<file path="src/rtl/game_sequencer.sv">
`default_nettype none
// ============================================================================
// Module   : game_sequencer
// Brief    : Master game controller for the snake VGA design. Sequences
//            IDLE/PLAY/WIN/LOSE from a single start button and datapath
//            event pulses, generates the snake step tick with speed-up on
//            every target eaten, and tracks the score.
// Options  : define PAUSE_EN to let the start button pause/resume in PLAY.
// Revision : 1.0 - initial release
// ============================================================================
module game_sequencer #(
   parameter int TICK_DIV     = 10000000,
   parameter int TICK_STEP    = 500000,
   parameter int TICK_MIN     = 2000000,
   parameter int SCORE_TARGET = 10
) (
   input  logic       i_clk,
   input  logic       i_rst_n,
   input  logic       i_btn_start,
   input  logic       i_target_eaten,
   input  logic       i_collision,
   output logic [1:0] o_play_state,
   output logic       o_move_tick,
   output logic       o_game_reset,
   output logic [7:0] o_score
);

   // Counter only needs to reach period-1; the period register must hold TICK_DIV itself.
   localparam int CW = (TICK_DIV > 1) ? $clog2(TICK_DIV) : 1;
   localparam int PW = $clog2(TICK_DIV + 1);

   localparam logic [PW-1:0] c_period_init  = PW'(TICK_DIV);
   localparam logic [PW-1:0] c_period_min   = PW'(TICK_MIN);
   localparam logic [PW-1:0] c_period_step  = PW'(TICK_STEP);
   localparam logic [7:0]    c_score_target = 8'(SCORE_TARGET);
   localparam logic [7:0]    c_score_max    = 8'hFF;

   typedef enum logic [1:0] {
      ST_IDLE = 2'b00,
      ST_PLAY = 2'b01,
      ST_WIN  = 2'b10,
      ST_LOSE = 2'b11
   } state_t;

   state_t          r_state;
   logic [CW-1:0]   r_count;
   logic [PW-1:0]   r_period;
   logic [7:0]      r_score;
   logic            r_move_tick;
   logic            r_game_reset;

   logic            r_btn_s1;
   logic            r_btn_s2;
   logic            r_btn_s2_d;

   logic            w_start;
   logic            w_wrap;
   logic [7:0]      w_score_inc;
   logic            w_win;
   logic [PW-1:0]   w_period_dec;

`ifdef PAUSE_EN
   logic            r_paused;
`endif

   // Two-flop synchroniser for the asynchronous button plus a delay flop for edge detection.
   always_ff @(posedge i_clk or negedge i_rst_n) begin
      if (!i_rst_n) begin
         r_btn_s1   <= 1'b0;
         r_btn_s2   <= 1'b0;
         r_btn_s2_d <= 1'b0;
      end else begin
         r_btn_s1   <= i_btn_start;
         r_btn_s2   <= r_btn_s1;
         r_btn_s2_d <= r_btn_s2;
      end
   end

   // Rising edge of the synchronised button: one start event per press, however long it is held.
   assign w_start = r_btn_s2 & ~r_btn_s2_d;

   // Wrap on >= so that a period shortened below the current count still wraps next cycle.
   assign w_wrap = ((32'(r_count) + 32'd1) >= 32'(r_period));

   // Score saturates rather than wrapping.
   assign w_score_inc = (r_score == c_score_max) ? r_score : (r_score + 8'd1);
   assign w_win       = (w_score_inc == c_score_target);

   // Compare before subtracting so the period never underflows below the floor.
   assign w_period_dec = (32'(r_period) >= (TICK_MIN + TICK_STEP)) ?
                         (r_period - c_period_step) : c_period_min;

   // Game state machine with registered play state, tick, reset pulse and score.
   always_ff @(posedge i_clk or negedge i_rst_n) begin
      if (!i_rst_n) begin
         r_state      <= ST_IDLE;
         r_count      <= '0;
         r_period     <= c_period_init;
         r_score      <= 8'd0;
         r_move_tick  <= 1'b0;
         r_game_reset <= 1'b0;
`ifdef PAUSE_EN
         r_paused     <= 1'b0;
`endif
      end else begin
         r_game_reset <= 1'b0;
         case (r_state)
            ST_IDLE: begin
               r_count     <= '0;
               r_move_tick <= 1'b0;
`ifdef PAUSE_EN
               r_paused    <= 1'b0;
`endif
               if (w_start) begin
                  r_state      <= ST_PLAY;
                  r_game_reset <= 1'b1;
                  r_score      <= 8'd0;
                  r_period     <= c_period_init;
               end
            end

            ST_PLAY: begin
`ifdef PAUSE_EN
               // Start toggles pause; while paused the counter and events are frozen.
               if (w_start) begin
                  r_paused    <= ~r_paused;
                  r_move_tick <= 1'b0;
               end else if (r_paused) begin
                  r_move_tick <= 1'b0;
               end else
`endif
               if (i_collision) begin
                  // Collision wins over a simultaneous target: score is left untouched.
                  r_state     <= ST_LOSE;
                  r_count     <= '0;
                  r_move_tick <= 1'b0;
               end else if (i_target_eaten && w_win) begin
                  r_state     <= ST_WIN;
                  r_score     <= w_score_inc;
                  r_period    <= w_period_dec;
                  r_count     <= '0;
                  r_move_tick <= 1'b0;
               end else begin
                  if (i_target_eaten) begin
                     r_score  <= w_score_inc;
                     r_period <= w_period_dec;
                  end
                  if (w_wrap) begin
                     r_count     <= '0;
                     r_move_tick <= 1'b1;
                  end else begin
                     r_count     <= r_count + CW'(1);
                     r_move_tick <= 1'b0;
                  end
               end
            end

            default: begin
               // WIN and LOSE: hold the score, wait for start to return to IDLE.
               r_count     <= '0;
               r_move_tick <= 1'b0;
`ifdef PAUSE_EN
               r_paused    <= 1'b0;
`endif
               if (w_start) begin
                  r_state <= ST_IDLE;
               end
            end
         endcase
      end
   end

   assign o_play_state = r_state;
   assign o_move_tick  = r_move_tick;
   assign o_game_reset = r_game_reset;
   assign o_score      = r_score;

endmodule
`default_nettype wire

</file>
<file path="config.mk">
export PLATFORM = sky130hd
export DESIGN_NAME = game_sequencer
export DESIGN_NICKNAME = d
export VERILOG_FILES = /design/src/rtl/game_sequencer.sv
export SDC_FILE = /design/constraint.sdc
export NUM_CORES = 1
export LEC_CHECK = 0
export CELL_PAD_IN_SITES_DETAIL_PLACEMENT = 0
export CELL_PAD_IN_SITES_GLOBAL_PLACEMENT = 1
export CORE_ASPECT_RATIO = 1.5
export CORE_MARGIN = 2
export CORE_UTILIZATION = 48
export DETAILED_ROUTE_END_ITERATION = 8
export GPL_ROUTABILITY_DRIVEN = 1
export PLACE_DENSITY_LB_ADDON = 0.1
export SETUP_SLACK_MARGIN = 0.4
export SLEW_MARGIN = 20
export SYNTH_ARGS = -nofsm -noshare
export SYNTH_HDL_FRONTEND = slang
export SYNTH_SLANG_ARGS = --single-unit
</file>
<file path="constraint.sdc">
create_clock -name i_clk -period 3.7 [get_ports i_clk]
set_input_delay 0.37 -clock i_clk [delete_from_list [all_inputs] [get_ports i_clk]]
set_output_delay 0.37 -clock i_clk [all_outputs]
set_load 0.1 [all_outputs]
</file>
# Word level (Yosys, flattened, before mapping)
# Index checks and enable logic that the tools add are counted.
# W data, S select, Z words.
# classes
n_addsub,4
multipliers,0
n_div,0
n_lt_le_gt_ge,2
eq_ne,7
shifts,0
mux,27
n_bitwise,2
reduce_logical,6
# ops
op,n
$mux W24,9
$pmux W24 S2,1
$mux W8,5
$add A24 B1 Y25 const B,1
$ge A25 B24 Y1,1
$add A24 B1 Y24 const B,1
$ge A24 B22 Y1 const B,1
$sub A24 B19 Y24 const B,1
$pmux W8 S2,1
$add A8 B1 Y8 const B,1
$eq A8 B4 Y1 const B,1
$eq A8 B8 Y1 const B,1
$mux W2,4
$mux W1,6
$ne A3 B3 Y1 const B,2
$ne A2 B2 Y1 const B,2
$pmux W2 S2,1
$reduce_and A4 Y1,1
$reduce_bool A2 Y1,2
$reduce_and A3 Y1,1
$eq A2 B1 Y1 const B,1
$logic_not A2 Y1,1
$and A1 B1 Y1,1
$logic_and A1 B1 Y1,1
$not A1 Y1,1
# totals
regBits,63
latch_bits,0
mem_bits_rw,0
rom_bits,0
out_inout_bits,12
elab_cells,57
n_memories,0

# Longest topological paths before layout
# Gate-level depths: netlist of the first run.
# logic_depth
ltp_word,7
ltp_mapped,12
ltp_nobuf,11

# Worst setup path after synthesis of the first run
# Ideal clock, no wire load.
# synth_path
path_type,reg2reg
from,reg r_count[0]
to,reg r_count[14]
arrival_ns,2.843
slack_ns,0.736
stages_incl_launch_ff,13
path_buffers,1
synth_period_minus_slack_ns,2.964
cell_sequence,dfrtp_1 ha_1 nand3_1 nor4_4 nand3_1 xnor2_1 ha_1 nand4_1 nor4_1 o2111ai_1 and3_1 clkbuf_1 and4b_1
# synth_via
elab_chain_len,6
elab_cells_between_ends,7
cone_classes,add/sub (2); order compare (1); mux (4)
# synth_rtl
item,line_no,text
start: declaration,46,logic [CW-1:0] r_count;
start signal: assignment,152,r_count <= r_count + CW'(1);
$add A24 B1 Y25,83,assign w_wrap = ((32'(r_count) + 32'd1) >= 32'(r_period));
$ge A25 B24 Y1,83,
$mux W24 *,148,if (w_wrap) begin
$mux W24 *,137,end else if (i_target_eaten && w_win) begin
$mux W24 *,132,if (i_collision) begin
$mux W24 *,107,case (r_state)
# Mark *: on every way between the ends. The rest lies on a longest branch, timed or not.
# A chain may end at the register's enable or synchronous reset.

# Worst setup path after layout of the first run
# layout_path
from,reg r_count[6]
to,reg r_count[15]
# Same word-level chain as after synthesis.

==> reports/metrics.cfg, run 1 <==
[status]
status=completed

[yosys]
synth_cell_types=65
synth_edf_count=0
avgSynthCellArea_sq_um=9.67
ys_seq_elements=58
synth_cells=400
synth_top_area_frac=0.323
yosysMostFrequentCell=dfrtp_1
yosys.area.top_type=dfrtp_1
synthesis.nets=429
netlist_top_cells_count=dfrtp_1 (50), inv_1 (25), ha_1 (24)
synthTopCellsByArea=dfrtp_1 (32%), ha_1 (7.8%), dfstp_2 (5.4%)
netlist_area_sq_um=3870
synth_top_flop_cell=dfrtp_1
yosysWarnings=0
async_flop_share=1.00
ys_seq_area_frac=0.378

[setup_path]
critPathRequiredTime_ns=3.92
cp.arrival_ns=3.35
cp-start-kind=flop
critPathMaxStageDelay_ns=0.42
crit_slowest_cell=dfrtp_1
worstPathCellList=nand4_1, buf_4, nor4_4, buf_4, nand2_1, xnor2_1, ha_1, nand4_1, nor4_2, o2111ai_1, and3_1, buf_4, and4b_1
critical_path_class=reg -> reg
cp_common_cell=buf_4
crit_fanout=14
endpoint_kind=flop

[floorplanning]
io-pin-count=17
fp.dieW_um=77.3
floorplan.rows=40
start_util=0.489
die_area_sq_um=8810
die_h_um=114
design.core.area_sq_um=7910

[drt]
vias=3173
drc_errors=0
routed_via_density=6.00
final_antenna_net_count=0
first_iter_violations=181
routedWlPerCell_um=18.3
drtPass1Iterations=4
wirelength_mm=9.70

[grt]
first_global_vias=3246
grt_max_degree=41
grt_first_pass_wirelength_mm=16.1
antenna_found_initial=0
track_usage=0.237
grt_overflow_total=0

[worst_hold_path]
min_path_type=in -> async

[cts]
cts_tree=built
clkSlewWorstSetupHoldPaths_ns=0.05
hold_buffers=0
root_buffer=clkbuf_16
cts.path.max_buffers=2
tritoncts.num_buffers=9
clock_latency_ns=0.34
cts.sinks=58
h-tree-depth=3

[finish]
nets=448
diodes=0
layout-drive-gt1-share=0.149
area_growth_pct=17.2

[power_and_ir_drop]
sw_frac_of_total=0.380
p_comb_frac=0.341
power_leakage_nw=2.00
p_sw_mw=1.13
p_per_area_nw_per_um2=658
pwr-share-seq=0.312
clkPwrFrac=0.347
vdd_drop_max_mv=0.422
internal_power_mw=1.85

[timing]
max_freq_ghz=0.319
rsz0062_at_grt=no
period_share=0.847
worstMarginPinSlew_ns=1.00
setup_viol=0
finalHoldViolations=0
whs_ns=0.184
slew_headroom=0.330
maxSlewViolCount=0
clock_skew_ns=0.00443
timing.setup.tns_ns=0
final.min_clock_period_ns=3.13

[place]
dp.final_hpwl_mm=6.89
portBuffers=16
place_congestion=0.804

[run]
maxCapViolCount=0

==> what timing repair did <==
item	4_1_cts	5_1_grt
cloned	0	0
pin swaps	1	1
gates resized for setup	0	5
endpoints found under the setup margin	25	25
buffers inserted	2	1
==> worst paths after layout <==
check                      slack [ns]            startpoint                  endpoint  depth (start not counted)
max in group asynchronous        2.63               i_rst_n  r_period[15]$_DFFE_PN1P_                          2
hold reg to reg                  0.35    r_btn_s1$_DFF_PN0_        r_btn_s2$_DFF_PN0_                          0
setup / recovery                 0.57  r_count[6]$_DFF_PN0_     r_count[15]$_DFF_PN0_                         13
hold / removal                   0.18               i_rst_n      r_count[5]$_DFF_PN0_                          1
min in group i_clk               0.35    r_btn_s1$_DFF_PN0_        r_btn_s2$_DFF_PN0_                          0
setup reg to reg                 0.57  r_count[6]$_DFF_PN0_     r_count[15]$_DFF_PN0_                         13
==> cell type report <==
cell class | instances | area [sq um]
multi-input cells | 297 | 2230
flip-flops and latches | 58 | 1460
clock buffers | 11 | 243
clock inverters | 5 | 125
fillers | 726 | 3370
repair buffers | 28 | 245
well taps | 105 | 131
inverters | 25 | 93.8
==> metal layers <==
| layer | track usage | wire length, um | vias up | share of wire |
|---|---|---|---|---|
| met5 | 0 | 0 | - | 0 |
| met4 | 0.100 | 196 | 0 | 0.020 |
| met3 | 0.0245 | 207 | 12 | 0.021 |
| met2 | 0.443 | 5350 | 45 | 0.55 |
| met1 | 0.271 | 3940 | 1557 | 0.41 |
| li1 | - | - | 1559 | - |
==> sequential cells by signal, indices dropped and copies added (netlist names) <==
signal,count
r_btn_s2,1
r_btn_s1,1
r_count,24
o_score,8
r_btn_s2_d,1
r_period,19
o_play_state,2
o_move_tick,1
o_game_reset,1
==> worst max-delay path, delay by kind of cell, from the launching register on <==
family                     cells  cell delay [ns]
and+or+nand+nor                7             1.37
buffers and inverters          3             0.55
DFF                            1             0.42
adders and majority gates      1             0.33
xor gates and xnor gates       1             0.16
AOI/OAI and AO/OA              1             0.16
==> cell usage in the layout, fill, tap and decap left out, drive strengths merged, types with 12 or more instances in the layout <==
master,count
dfrtp,50
inv,25
ha,24
nand2,24
o21ai,24
a21oi,24
and4b,19
xnor2,15
clkdlybuf4s50,15
nand3,14
buf,13
nand4,12
nor4,12
==> kinds of logic after synthesis <==
logic type,share of synthesized area
simple gates,0.239
compound gates,0.199
flops,0.378
buf+inv,0.0550
fa+ha+maj,0.0776
xor+xnor,0.0521
==> power by group through the flow <==
stage                     logic, mW  clock network, mW  registers (mW)
after floorplan               0.606                  0            1.08
after detailed placement       1.02                  0           0.932
after global placement        0.996                  0           0.932
after CTS                      1.02               1.05           0.925
final                          1.02               1.04           0.930
after global routing           1.12               1.08           0.952
==> stage by stage <==
| stage | util | std cells | worst slack [ns] | power (mW) | instance area, sq um |
|---|---|---|---|---|---|
| after global routing | 0.573 | 529 | 0.377 | 3.15 | 4530 |
| after floorplan | - | 400 | 0.736 | 1.68 | 3870 |
| after detailed placement | 0.520 | 510 | 0.273 | 1.95 | 4110 |
| after CTS | 0.568 | 528 | 0.528 | 3.00 | 4490 |
| final | 0.573 | 529 | 0.567 | 2.98 | 4530 |
| after global placement | 0.520 | 510 | 0.353 | 1.93 | 4110 |
Note: power is estimated with default switching activity, not from simulation.
==> inputs of run 2 (changes only) <==
--- a/config.mk
+++ b/config.mk
@@ -9,7 +9,7 @@
 export CELL_PAD_IN_SITES_GLOBAL_PLACEMENT = 1
 export CORE_ASPECT_RATIO = 1.5
 export CORE_MARGIN = 2
-export CORE_UTILIZATION = 48
+export CORE_UTILIZATION = 43
 export DETAILED_ROUTE_END_ITERATION = 8
 export GPL_ROUTABILITY_DRIVEN = 1
 export PLACE_DENSITY_LB_ADDON = 0.1
==> constraint.sdc (replaced) <==
create_clock -name i_clk -period 2.6 [get_ports i_clk]
set_input_delay 0.26 -clock i_clk [delete_from_list [all_inputs] [get_ports i_clk]]
set_output_delay 0.26 -clock i_clk [all_outputs]
set_load 0.1 [all_outputs]
==> run 2 against run 1 <==
Against the previous run:
- the flow now finishes with violations (setup timing)
- non-clock buffer count increased by 52
- register-to-register slack worse by 0.83 ns
- highest routed layer unchanged
- cell count rose by 11%
- via count increased by 8.4%
- setup slack got worse by 0.83 ns
==> reports/metrics.cfg, run 2 (same netlist as run 1, synthesis figures left out) <==
[finish]
diodes=0  ; unchanged
layout-drive-gt1-share=0.307  ; +0.158
final_common_cell=buf_4
area_growth_pct=29.3
nets=500  ; +12%
layout_common_cells=buf_4 (70), dfrtp_1 (45), inv_1 (23)
regMostFlops=r_count
largest_register_ffs=24  ; unchanged

[grt]
grt_overflow_total=0  ; unchanged
antenna_found_initial=0  ; unchanged
grt_first_pass_wirelength_mm=16.9  ; +4.8%
grt_max_degree=59  ; +44%
track_usage=0.228  ; -0.00903
first_global_vias=3508  ; +8.1%

[place]
portBuffers=16  ; unchanged
place_congestion=0.847  ; +5.3%
post-place-ws_ns=-0.418  ; -0.692 ns
dp.final_hpwl_mm=7.28  ; +5.7%

[drt]
routedWlPerCell_um=17.3  ; -5.6%
met2_length_mm=5.65  ; +5.7%
drc_errors=0  ; unchanged
highest_layer=met4
met3_length_um=245  ; +18%
routed_via_density=5.87  ; -2.1%
drtPass1Iterations=6  ; +2
wirelength_mm=10.1  ; +4.5%
met1_length_mm=3.95  ; +0.25%
final_antenna_net_count=0  ; unchanged
vias=3441  ; +8.4%
first_iter_violations=119  ; -34%

[timing]
worstMarginPinSlew_ns=0.756  ; -0.245 ns
setup_viol=25  ; +25
timing.setup.tns_ns=-6.06  ; -6.06 ns
max_freq_ghz=0.349  ; +9.3%
maxSlewViolCount=0  ; unchanged
setup_ws_ns=-0.266  ; -0.834 ns
finalHoldViolations=0  ; unchanged
rsz0062_at_grt=yes
period_share=1.10  ; +0.256
clock_skew_ns=0.00993  ; +0.00550 ns
whs_ns=0.0839  ; -0.100 ns
slew_headroom=0.496  ; +0.166
final.min_clock_period_ns=2.87  ; -0.266 ns

[floorplanning]
die_h_um=120  ; +5.5%
io-pin-count=17  ; unchanged
fp.dieW_um=81.4  ; +5.4%
design.core.area_sq_um=8780  ; +11%
die_area_sq_um=9790  ; +11%
floorplan.rows=42  ; +5.0%
start_util=0.441  ; -0.0484

[setup_path]
crit_fanout=7  ; -7
endpoint_kind=flop
cp.arrival_ns=3.08  ; -0.27 ns
critPathRequiredTime_ns=2.82  ; -1.10 ns
reg2reg_slack_ns=-0.27  ; -0.83 ns
critPathMaxStageDelay_ns=0.38  ; -0.04 ns
cp_common_cell=buf_4
crit_slowest_cell=dfrtp_1
cp-start-kind=flop
critical_path_class=reg -> reg
worstPathCellList=buf_4, ha_4, nand3_2, nor4_4, buf_6, buf_4, buf_4, xor2_1, ha_1, nand4_1, nor4_2, o2111ai_1, and3_4, buf_6, and4b_1

[cts]
h-tree-depth=3  ; unchanged
cts.sinks=58  ; unchanged
clock_latency_ns=0.33  ; about the same
cts.path.max_buffers=2  ; unchanged
root_buffer=clkbuf_16
tritoncts.num_buffers=9  ; unchanged
cts_tree=built
clkSlewWorstSetupHoldPaths_ns=0.05  ; about the same

[power_and_ir_drop]
power_leakage_nw=2.32  ; +16%
p_per_area_nw_per_um2=840  ; +28%
vdd_drop_max_mv=0.957  ; +130%

[status]
status=finished, violations left
violations=setup timing

[worst_hold_path]
min_path_type=in -> async

[run]
maxCapViolCount=0  ; unchanged

-- run 2: routing by layer --
metal	GRT usage	up-vias
met2	0.411	66
li1	-	1665
met3	0.0440	19
met1	0.256	1691
met5	0	-
met4	0.0879	0
-- run 2: power by group --
part / switching (mW) / leakage [nW] / internal [mW]
clock: 0.397 / 0.153 / 0.818
combinational: 1.04 / 1.41 / 0.614
sequential: 0.226 / 0.753 / 1.11
-- run 2: final cells by class --
class	instances	area [sq um]
Clock buffer	14	274
Clock inverter	2	35.0
Fill cell	772	3770
Inverter	25	93.8
Multi-Input combinational cell	297	2350
Sequential cell	58	1470
Tap cell	110	138
Timing Repair Buffer	80	646
-- run 2: stage by stage --
step           cells  area, sq um  total power [mW]  utilization
2_1_floorplan    400         3930              2.41            -
3_3_place_gp     554         4440              2.83        0.506
3_5_place_dp     554         4440              2.85        0.506
4_1_cts          580         4900              4.16        0.559
5_1_grt          586         5000              4.46        0.570
6_report         586         5000              4.20        0.570
-- run 2: repair_timing --
action | CTS | global route
gates resized for setup | 18 | 10
gates cloned | 1 | 0
setup buffers | 9 | 6
setup endpoints to repair | 28 | 33
hold buffers | 0 | 0
pin swaps | 5 | 4
-- run 2: critical path, delay by kind of cell (launching register included) --
| kind | cells | cell delay (ns) |
|---|---|---|
| xor+xnor | 1 | 0.15 |
| fa+ha+maj | 2 | 0.45 |
| flops | 1 | 0.38 |
| buf+inv | 5 | 0.68 |
| compound gates | 1 | 0.17 |
| simple gates | 6 | 0.93 |
-- run 2: final timing paths --
| check | start | end | cells after the start |
|---|---|---|---|
| setup / recovery | r_count[1]$_DFF_PN0_ | r_count[23]$_DFF_PN0_ | 15 |
| hold / removal | i_rst_n | r_count[19]$_DFF_PN0_ | 2 |
| setup reg to reg | r_count[1]$_DFF_PN0_ | r_count[23]$_DFF_PN0_ | 15 |
| hold reg to reg | r_btn_s1$_DFF_PN0_ | r_btn_s2$_DFF_PN0_ | 0 |
| max in group asynchronous | i_rst_n | o_play_state[0]$_DFFE_PN0P_ | 2 |
| min in group i_clk | r_btn_s1$_DFF_PN0_ | r_btn_s2$_DFF_PN0_ | 0 |
==> inputs of run 3 (changes only) <==
--- a/config.mk
+++ b/config.mk
@@ -14,7 +14,6 @@
 export GPL_ROUTABILITY_DRIVEN = 1
 export PLACE_DENSITY_LB_ADDON = 0.1
 export SETUP_SLACK_MARGIN = 0.4
-export SLEW_MARGIN = 20
 export SYNTH_ARGS = -nofsm -noshare
 export SYNTH_HDL_FRONTEND = slang
 export SYNTH_SLANG_ARGS = --single-unit
==> constraint.sdc (replaced) <==
create_clock -name i_clk -period 2.6 [get_ports i_clk]
set_input_delay 0.39 -clock i_clk [delete_from_list [all_inputs] [get_ports i_clk]]
set_output_delay 0.39 -clock i_clk [all_outputs]
set_load 0.1 [all_outputs]
==> run 3 against run 2 <==
Against the previous run:
- the flow still finishes with violations (setup timing)
- utilization increased by 0.74 points
- die area unchanged
- clock power decreased by 5%
- global-route usage down 0.41 points
- cell count is 0.17% higher
- via count is 0.15% higher
- cell area up 1.3%
- combinational power hardly changed
- maximum frequency is 3.3% lower
- critical path type unchanged
- largest power group unchanged
==> reports/metrics.cfg, run 3 (same netlist as run 1, synthesis figures left out) <==
[status]
status=finished, violations left
violations=setup timing

[timing]
whs_ns=0.0340  ; -0.0499 ns
clock_skew_ns=0.00605  ; -0.00388 ns
setup_ws_ns=-0.366  ; -0.0993 ns
timing.setup.tns_ns=-8.16  ; -2.11 ns
worstMarginPinSlew_ns=0.550  ; -0.205 ns
final.min_clock_period_ns=2.97  ; +0.0993 ns
period_share=1.14  ; +0.0382
finalHoldViolations=0  ; unchanged
slew_headroom=0.632  ; +0.136
max_freq_ghz=0.337  ; -3.3%
rsz0062_at_grt=yes
maxSlewViolCount=0  ; unchanged
setup_viol=25  ; unchanged

[finish]
layout-drive-gt1-share=0.329  ; +0.0224
largest_register_ffs=24  ; unchanged
regArea_sq_um=1470  ; about the same
fillers=769  ; -0.39%
nets=501  ; +0.20%
final_common_cell=buf_4
diodes=0  ; unchanged
layout_common_cells=buf_4 (70), dfrtp_1 (44), inv_1 (23), nand2_1 (23), ha_1 (22)
area_growth_pct=31.0
multi_input_area_sq_um=2410  ; +2.5%
regMostFlops=r_count

[drt]
routed_via_density=5.87  ; about the same
vias=3446  ; +0.15%
wirelength_mm=10.3  ; +1.1%
drtPass1Iterations=4  ; -2
drc_errors=0  ; unchanged
routedWlPerCell_um=17.5  ; +0.96%
final_antenna_net_count=0  ; unchanged
first_iter_violations=125  ; +5.0%

[setup_path]
critical_path_class=reg -> reg
reg2reg_slack_ns=-0.37  ; -0.10 ns
worstPathCellList=nand4_1, buf_4, nor4_4, buf_6, nand4_1, xnor2_2, ha_1, and4_1, and4_1, o2111ai_2, and3_4, buf_6, and4b_1
crit_slowest_cell=dfrtp_1
r2r_cells=13  ; -2
crit_fanout=7  ; unchanged
cp-start-kind=flop
r2r-start=r_count[8]$_DFF_PN0_
critPathMaxStageDelay_ns=0.35  ; -0.03 ns
cp.arrival_ns=3.18  ; +0.10 ns
r2r-end=r_count[19]$_DFF_PN0_
endpoint_kind=flop
critPathRequiredTime_ns=2.81  ; about the same

[power_and_ir_drop]
p_sw_mw=1.69  ; +1.5%
pwr-share-seq=0.321  ; +0.004
power_leakage_nw=2.35  ; +1.4%
p_comb_frac=0.404  ; +0.010
vdd_drop_max_mv=1.07  ; +12%
internal_power_mw=2.47  ; -2.6%
p_per_area_nw_per_um2=821  ; -2.3%
clkPwrFrac=0.276  ; -0.013
sw_frac_of_total=0.406  ; +0.00987

[floorplanning]
start_util=0.441  ; unchanged
die_h_um=120  ; unchanged
fp.dieW_um=81.4  ; unchanged
io-pin-count=17  ; unchanged
floorplan.rows=42  ; unchanged
design.core.area_sq_um=8780  ; unchanged
die_area_sq_um=9790  ; unchanged

[cts]
cts.sinks=58  ; unchanged
root_buffer=clkbuf_16
cts.path.max_buffers=2  ; unchanged
tritoncts.num_buffers=9  ; unchanged
hold_buffers=0  ; unchanged
h-tree-depth=3  ; unchanged
clkSlewWorstSetupHoldPaths_ns=0.05  ; about the same
clock_latency_ns=0.33  ; about the same
cts_tree=built

[place]
dp.final_hpwl_mm=7.44  ; +2.2%
portBuffers=16  ; unchanged
place_congestion=0.827  ; -2.4%

[grt]
grtUsageMet3=0.0470  ; +0.00299
antenna_found_initial=0  ; unchanged
grt_use_met1=0.251  ; -0.00521
met2_usage=0.394  ; -0.0169
track_usage=0.224  ; -0.00411
top_usage_layer=met2
first_global_vias=3296  ; -6.0%
grt_overflow_total=0  ; unchanged
grt_max_degree=27  ; -54%
grt_first_pass_wirelength_mm=16.4  ; -3.1%

[worst_hold_path]
min_path_type=in -> async

[run]
maxCapViolCount=0  ; unchanged

## run 3: changes by cell type in the layout (fill, tap and decap cells not counted), sizes merged
| cell | before | now |
|---|---|---|
| clkinv | 1 | 2 |
| bufinv | 1 | 0 |
| buf | 77 | 78 |
## run 3: repair_timing
action / in CTS / in global routing
gates resized for setup: 12 / 27
gates cloned: 1 / 0
buffers inserted: 4 / 12
setup endpoints to repair: 34 / 32
pin swaps: 7 / 11
## run 3: power groups by stage
| stage | combinational, mW | sequential (mW) | clock [mW] |
|---|---|---|---|
| floorplan | 0.866 | 1.54 | 0 |
| global placement | 1.51 | 1.34 | 0 |
| detailed placement | 1.52 | 1.34 | 0 |
| CTS | 1.58 | 1.33 | 1.17 |
| global route | 1.82 | 1.37 | 1.22 |
| finish | 1.68 | 1.33 | 1.15 |
## run 3: critical path, delay by kind of cell (launching register included)
family	cells	cell delay [ns]
buf+inv	3	0.48
simple gates	7	1.36
compound gates	1	0.15
xor+xnor	1	0.19
fa+ha+maj	1	0.31
flops	1	0.35
## run 3: routing by layer
metal / vias to the layer above / share of wire
li1: 1662 / -
met1: 1699 / 0.40
met2: 70 / 0.54
met3: 15 / 0.030
met4: 0 / 0.024
met5: - / 0
## run 3: how the worst max path moves through the flow
stage	from	cells after the start	endpoint	slack, ns
finish	r_count[8]$_DFF_PN0_	13	r_count[19]$_DFF_PN0_	-0.37
global route	r_count[0]$_DFF_PN0_	13	r_count[19]$_DFF_PN0_	-0.52
CTS	r_count[6]$_DFF_PN0_	13	r_count[5]$_DFF_PN0_	-0.48
detailed placement	r_count[0]$_DFF_PN0_	12	r_count[19]$_DFF_PN0_	-0.62
global placement	r_count[0]$_DFF_PN0_	12	r_count[19]$_DFF_PN0_	-0.52
floorplan	r_count[6]$_DFF_PN0_	11	r_count[14]$_DFF_PN0_	-0.04
## run 3: final cells by class
| cell class | instances | share of cell area |
|---|---|---|
| inverters | 25 | 0.0185 |
| repair buffers | 81 | 0.131 |
| multi-input cells | 297 | 0.475 |
| clock inverters | 2 | 0.00198 |
| flip-flops and latches | 58 | 0.290 |
| clock buffers | 14 | 0.0560 |
| well taps | 110 | 0.0272 |
## run 3: through the flow
stage | utilization | setup WS [ns] | cell area (sq um) | cells | power [mW]
finish | 0.577 | -0.366 | 5070 | 587 | 4.16
detailed placement | 0.506 | -0.617 | 4440 | 554 | 2.86
global placement | 0.506 | -0.523 | 4440 | 554 | 2.84
CTS | 0.551 | -0.478 | 4840 | 575 | 4.08
global route | 0.577 | -0.518 | 5070 | 587 | 4.40
floorplan | - | -0.0411 | 3930 | 400 | 2.41
